### src/rtl/adder_pkg.sv
// Shared types and helpers for the round-robin adder scheduler:
// FSM state encoding, adder width, and the rotating-priority pick function.
package adder_pkg;

  typedef enum logic [1:0] {IDLE, CALC, RESP} state_t;

  localparam int ADD_W   = 6;
  localparam int MAX_REQ = 8;

  // Index of the first set bit of valid, scanning last+1, last+2, ... modulo nreq.
  function automatic logic [2:0] rr_pick(input logic [MAX_REQ-1:0] valid,
                                         input logic [2:0] last,
                                         input int nreq);
    logic [2:0] pick;
    logic       found;
    int         j;
    pick  = '0;
    found = 1'b0;
    j     = 0;
    for (int i = 1; i <= MAX_REQ; i++) begin
      if (i <= nreq && !found) begin
        j = (int'(last) + i) % nreq;
        if (valid[j]) begin
          pick  = 3'(j);
          found = 1'b1;
        end
      end
    end
    return pick;
  endfunction

endpackage

### src/rtl/adder_rr_sched_arb.sv
// Combinational round-robin arbiter: one-hot grant and index for the
// first requester after last; the caller owns the pointer register.
module rr_arbiter
  import adder_pkg::*;
#(
  parameter int NREQ = 4,
  parameter int ID_W = 2
) (
  input  logic [NREQ-1:0] req_i,
  input  logic [ID_W-1:0] last_i,
  input  logic            en_i,
  output logic [NREQ-1:0] gnt_o,
  output logic [ID_W-1:0] idx_o,
  output logic            any_o
);

  logic [2:0] pick;

  assign pick  = rr_pick(MAX_REQ'(req_i), 3'(last_i), NREQ);
  assign idx_o = ID_W'(pick);
  assign any_o = en_i && (|req_i);

  always_comb begin
    gnt_o = '0;
    if (any_o) gnt_o[idx_o] = 1'b1;
  end

endmodule

### src/rtl/adder_rr_sched.sv
// Round-robin scheduler sharing one external 6-bit adder between NREQ
// requesters: IDLE grants and latches operands, CALC captures the sum, RESP hands it off.
module adder_rr_sched
  import adder_pkg::*;
#(
  parameter  int NREQ  = 4,
  parameter  int W     = ADD_W,
  parameter  int CNT_W = 16,
  localparam int ID_W  = (NREQ > 1) ? $clog2(NREQ) : 1
) (
  input  logic              clk,
  input  logic              rst,
  input  logic [NREQ-1:0]   req_valid,
  output logic [NREQ-1:0]   req_ready,
  input  logic [NREQ*W-1:0] req_x,
  input  logic [NREQ*W-1:0] req_y,
  output logic [W-1:0]      add_x,
  output logic [W-1:0]      add_y,
  input  logic [W:0]        add_s,
  output logic              rsp_valid,
  input  logic              rsp_ready,
  output logic [ID_W-1:0]   rsp_id,
  output logic [W:0]        rsp_sum,
  output logic              busy,
  output logic [CNT_W-1:0]  ops_done
);

  state_t           state_q, state_d;
  logic [ID_W-1:0]  last_q;
  logic [W-1:0]     opx_q, opy_q;
  logic [ID_W-1:0]  id_q;
  logic [W:0]       sum_q;
  logic             vld_q;
  logic [CNT_W-1:0] cnt_q;

  logic [NREQ-1:0]  gnt;
  logic [ID_W-1:0]  gidx;
  logic             gany;

  rr_arbiter #(.NREQ(NREQ), .ID_W(ID_W)) u_arb (
    .req_i  (req_valid),
    .last_i (last_q),
    .en_i   (state_q == IDLE),
    .gnt_o  (gnt),
    .idx_o  (gidx),
    .any_o  (gany)
  );

  always_comb begin
    state_d = state_q;
    case (state_q)
      IDLE:    if (gany) state_d = CALC;
      CALC:    state_d = RESP;
      RESP:    if (rsp_ready) state_d = IDLE;
      default: state_d = IDLE;
    endcase
  end

  always_ff @(posedge clk) begin
    if (rst) begin
      state_q <= IDLE;
      last_q  <= ID_W'(NREQ - 1);
      opx_q   <= '0;
      opy_q   <= '0;
      id_q    <= '0;
      sum_q   <= '0;
      vld_q   <= 1'b0;
      cnt_q   <= '0;
    end else begin
      state_q <= state_d;
      case (state_q)
        IDLE: if (gany) begin
          opx_q  <= req_x[int'(gidx)*W +: W];
          opy_q  <= req_y[int'(gidx)*W +: W];
          id_q   <= gidx;
          last_q <= gidx;
        end
        CALC: begin
          sum_q <= add_s;
          vld_q <= 1'b1;
        end
        RESP: if (rsp_ready) begin
          vld_q <= 1'b0;
          // Counter sticks at all-ones rather than wrapping.
          if (cnt_q != '1) cnt_q <= cnt_q + CNT_W'(1);
        end
        default: ;
      endcase
    end
  end

  assign req_ready = gnt;
  assign add_x     = opx_q;
  assign add_y     = opy_q;
  assign rsp_valid = vld_q;
  assign rsp_id    = id_q;
  assign rsp_sum   = sum_q;
  assign busy      = (state_q != IDLE);
  assign ops_done  = cnt_q;

endmodule

### config.mk
export PLATFORM = sky130hd
export DESIGN_NAME = adder_rr_sched
export DESIGN_NICKNAME = d
export VERILOG_FILES = /design/src/rtl/adder_pkg.sv /design/src/rtl/adder_rr_sched_arb.sv /design/src/rtl/adder_rr_sched.sv
export SDC_FILE = /design/constraint.sdc
export NUM_CORES = 1
export LEC_CHECK = 0
export CAP_MARGIN = 5
export CORE_MARGIN = 8
export CORE_UTILIZATION = 42
export DETAILED_ROUTE_END_ITERATION = 8
export PLACE_DENSITY = 0.84
export REMOVE_ABC_BUFFERS = 1
export SLEW_MARGIN = 20
export SYNTH_ARGS = -nofsm -noshare
export SYNTH_HDL_FRONTEND = slang
export SYNTH_SLANG_ARGS = --single-unit
export TNS_END_PERCENT = 5
### constraint.sdc
create_clock -name clk -period 1.9 [get_ports clk]
set_input_delay 0.19 -clock clk [delete_from_list [all_inputs] [get_ports clk]]
set_output_delay 0.19 -clock clk [all_outputs]
set_load 0.01 [all_outputs]
==> metrics.txt <==
period utilisation layout between 90% and 100%; worst hold path class reg -> reg; Final Skew 2.38 ps; Mapped Cells 239; # IOs 105; vias per cell 4.98; Syn Area/Cell 9.55 µm²; CTS Hold Bufs 0; FFs w/ async S/R, synth 0%; Layout Nets 418; switching share of power about 27%; FMAX 0.551 GHz; Critical Path, Cell by Cell and2b_1 -> o221a_1 -> buf_4 -> buf_6 -> mux2i_1 -> mux2_2 -> o21ai_1; Worst Hold End rsp_id[1]; R2R Path Start last_q[0]; sequential share of power 40.3%; vias in the first global route 2056; Chip Height 89.7 µm; worst-path fanout max 24; Post-synth top flop dfxtp_1; Clock transition at path regs around 80 ps; post-synth cell types 45; fin area 3580 µm²; share of layout cells above drive strength 1 approximately 16%; largest net degree at the start of global routing 42; post-detailed-route DRC marker count 0; status finished, final reports clean; YS warnings 0; clock tree buffer depth 2; port buffer count approximately 100; Final Hold Fails 0; CTS tree done; worst-margin pin slew 387 ps; Yosys reg bits 42; Die Width 89.7 µm; post-route insts no fill 428; via count 2130; EDFF count, synth 0; area of the core between 5000 and 6000 µm²; first-pass GRT wire length ~11000 µm; Die Area 8050 µm²; Startpoint Class flop; router iterations before antenna repair 4; post-route ant nets 0; GPL Wtd Cong 0.810; Core Rows 27; DP Area 3460 µm²; WHS Path Cells 2; Psw 0.668 mW; Leak 1.37 nW; HPWL reported at the end of detailed placement roughly 5300 µm; clock root buffer clkbuf_8; wire length per cell 15.5 µm; # Max-Cap Violations 0; antenna violations before repair 0; initial core utilization 42.5%; VDD IR-drop max between 0.4 and 0.5 mV; final slew viol count 0; Buf+Inv Stages, Crit Path 2; Post-Syn Area 2280 µm²; crit-path max cell delay 320 ps; fin crit period 1820 ps; cell count of the worst reg-to-reg path 7; RSZ-0062 raised after global routing no; final setup fails 0; pre-CTS setup slack -346 ps; area delta synth->final 56.7%; Slew HR 74.2%; total grt overflow 0; H-tree Lvls 2; CP arrival 2040 ps; delay-heaviest family, CP buffers and inverters; placed cell count 419; number of buffers created by CTS 5; Ant. Diodes 0; combinational share of power 32.0%; final worst slack 83.7 ps; clock sinks 42; slowest CP cell dfxtp_1; hold path startpoint rsp_id[1]; post-synthesis sequential area ratio 36.8%; Worst setup EP type flop; Reg2Reg Capture Point add_x[3]; Internal 1.81 mW; DRT iter0 DRCs 86; Tot GR Track Use 15.9%; reg2reg setup slack 80 ps; clock latency on the worst-skew pair ~290 ps; Power Density 692 nW/µm²; clock share of power between 20% and 30%; CP required 2120 ps; final wirelength 6660 µm; CP Class reg -> reg
## cell type report
class	count	area (µm²)
Clock buffer	5	68.8
Timing Repair Buffer	122	1170
Sequential cell	42	842
Multi-Input combinational cell	181	1350
Clock inverter	3	40.0
Inverter	3	11.3
Tap cell	72	90.1
Fill cell	429	1790
## power groups by stage
stage | registers, mW | logic, mW | clock network (mW)
after floorplan | 1.04 | 0.338 | 0
after global placement | 1.01 | 0.783 | 0
after detailed placement | 1.02 | 0.797 | 0
after CTS | 0.995 | 0.801 | 0.708
after global routing | 1.01 | 0.850 | 0.754
final | 0.996 | 0.793 | 0.685
## registers in the layout, indices dropped and copies added (netlist names)
signal / cells
state_q: 2
rsp_valid: 1
rsp_id: 2
add_x: 6
ops_done: 16
rsp_sum: 7
last_q: 2
add_y: 6
## cell families after synthesis
kind of cell,share of synthesized area [%]
compound gates,8.77
fa+ha+maj,0.548
xor+xnor,5.37
flops,36.8
mux,19.9
buf+inv,4.66
simple gates,23.9
## worst reg2reg max path: cells and delay by family, from the launching register on
kind / cells / cell delay, ps
muxes: 2 / 420
buffers and inverters: 2 / 400
AOI/OAI and AO/OA: 2 / 370
DFF: 1 / 320
and+or+nand+nor: 1 / 240
## cells in the mapped netlist, types with 2 or more instances
cell type  number  area, µm²
nor3b_1         2       15.0
clkbuf_1        6       22.5
o21ai_0         2       10.0
dfxtp_1        42        841
xor2_1          6       52.6
or2_2           2       12.5
a211oi_1        4       30.0
buf_2           3       15.0
and4_1          2       17.5
nor2b_1         3       18.8
inv_1           3       11.3
o21ai_1        13       65.1
nor3_1          5       25.0
nand2b_1        2       12.5
nand3_1         5       25.0
nand3b_1       12       90.1
xnor2_1         8       70.1
nor2_1         31        116
nand2_1         9       33.8
nand4_1         5       31.3
a21oi_1         5       25.0
buf_6           2       22.5
mux2_2         12        135
or2_1           2       12.5
nor4_2          2       25.0
mux2i_1        32        320
## routing by layer
| metal | vias to the layer above | track usage (%) | part of all wire, % | routed length, µm |
|---|---|---|---|---|
| met1 | 968 | 20.7 | 47 | 3120 |
| met5 | - | 0 | 0 | 0 |
| li1 | 1077 | - | - | - |
| met3 | 5 | 4.90 | 8.1 | 536 |
| met4 | 0 | 3.39 | 0.72 | 48 |
| met2 | 80 | 24.9 | 44 | 2950 |
## how the worst max path moves through the flow
stage | from | to | slack [ps] | cells past startpoint
after detailed placement | req_valid[3] | req_ready[2] | -350 | 7
after floorplan | last_q[0] | req_ready[3] | -260 | 4
final | last_q[0] | add_x[3] | 80 | 7
after global placement | req_valid[2] | req_ready[1] | -300 | 6
after CTS | last_q[0] | add_x[3] | -6 | 7
after global routing | last_q[0] | req_ready[0] | 10 | 5
## metrics by stage
stage	util, %	hold WS [ps]	total power, mW	setup TNS (ps)
2_1_floorplan	-	259	1.38	-2760
3_3_place_gp	64.4	444	1.79	-3370
3_5_place_dp	64.4	448	1.81	-4250
4_1_cts	66.8	459	2.50	-6.28
5_1_grt	66.6	479	2.61	0
6_report	66.6	456	2.47	0
## cell usage in the layout (no fill, tap or decap), types with 4 or more instances in the layout
master            n
a21oi_1           5
mux2_2           12
clkdlybuf4s50_1  96
buf_4            16
mux2i_1          32
nand3_1           5
nand4_1           5
a211oi_1          4
nand2_1           9
dfxtp_1          41
clkbuf_8          5
nor3_1            5
o21ai_1          12
xor2_1            6
xnor2_1           8
nand3b_1         12
nor2_1           30
## what timing repair did
action / in CTS / in global routing
buffers inserted: 1 / 0
resized for setup: 14 / 10
pin swaps: 0 / 1
endpoints found under the setup margin: 4 / 16
Power figures use the tool's default switching activity.
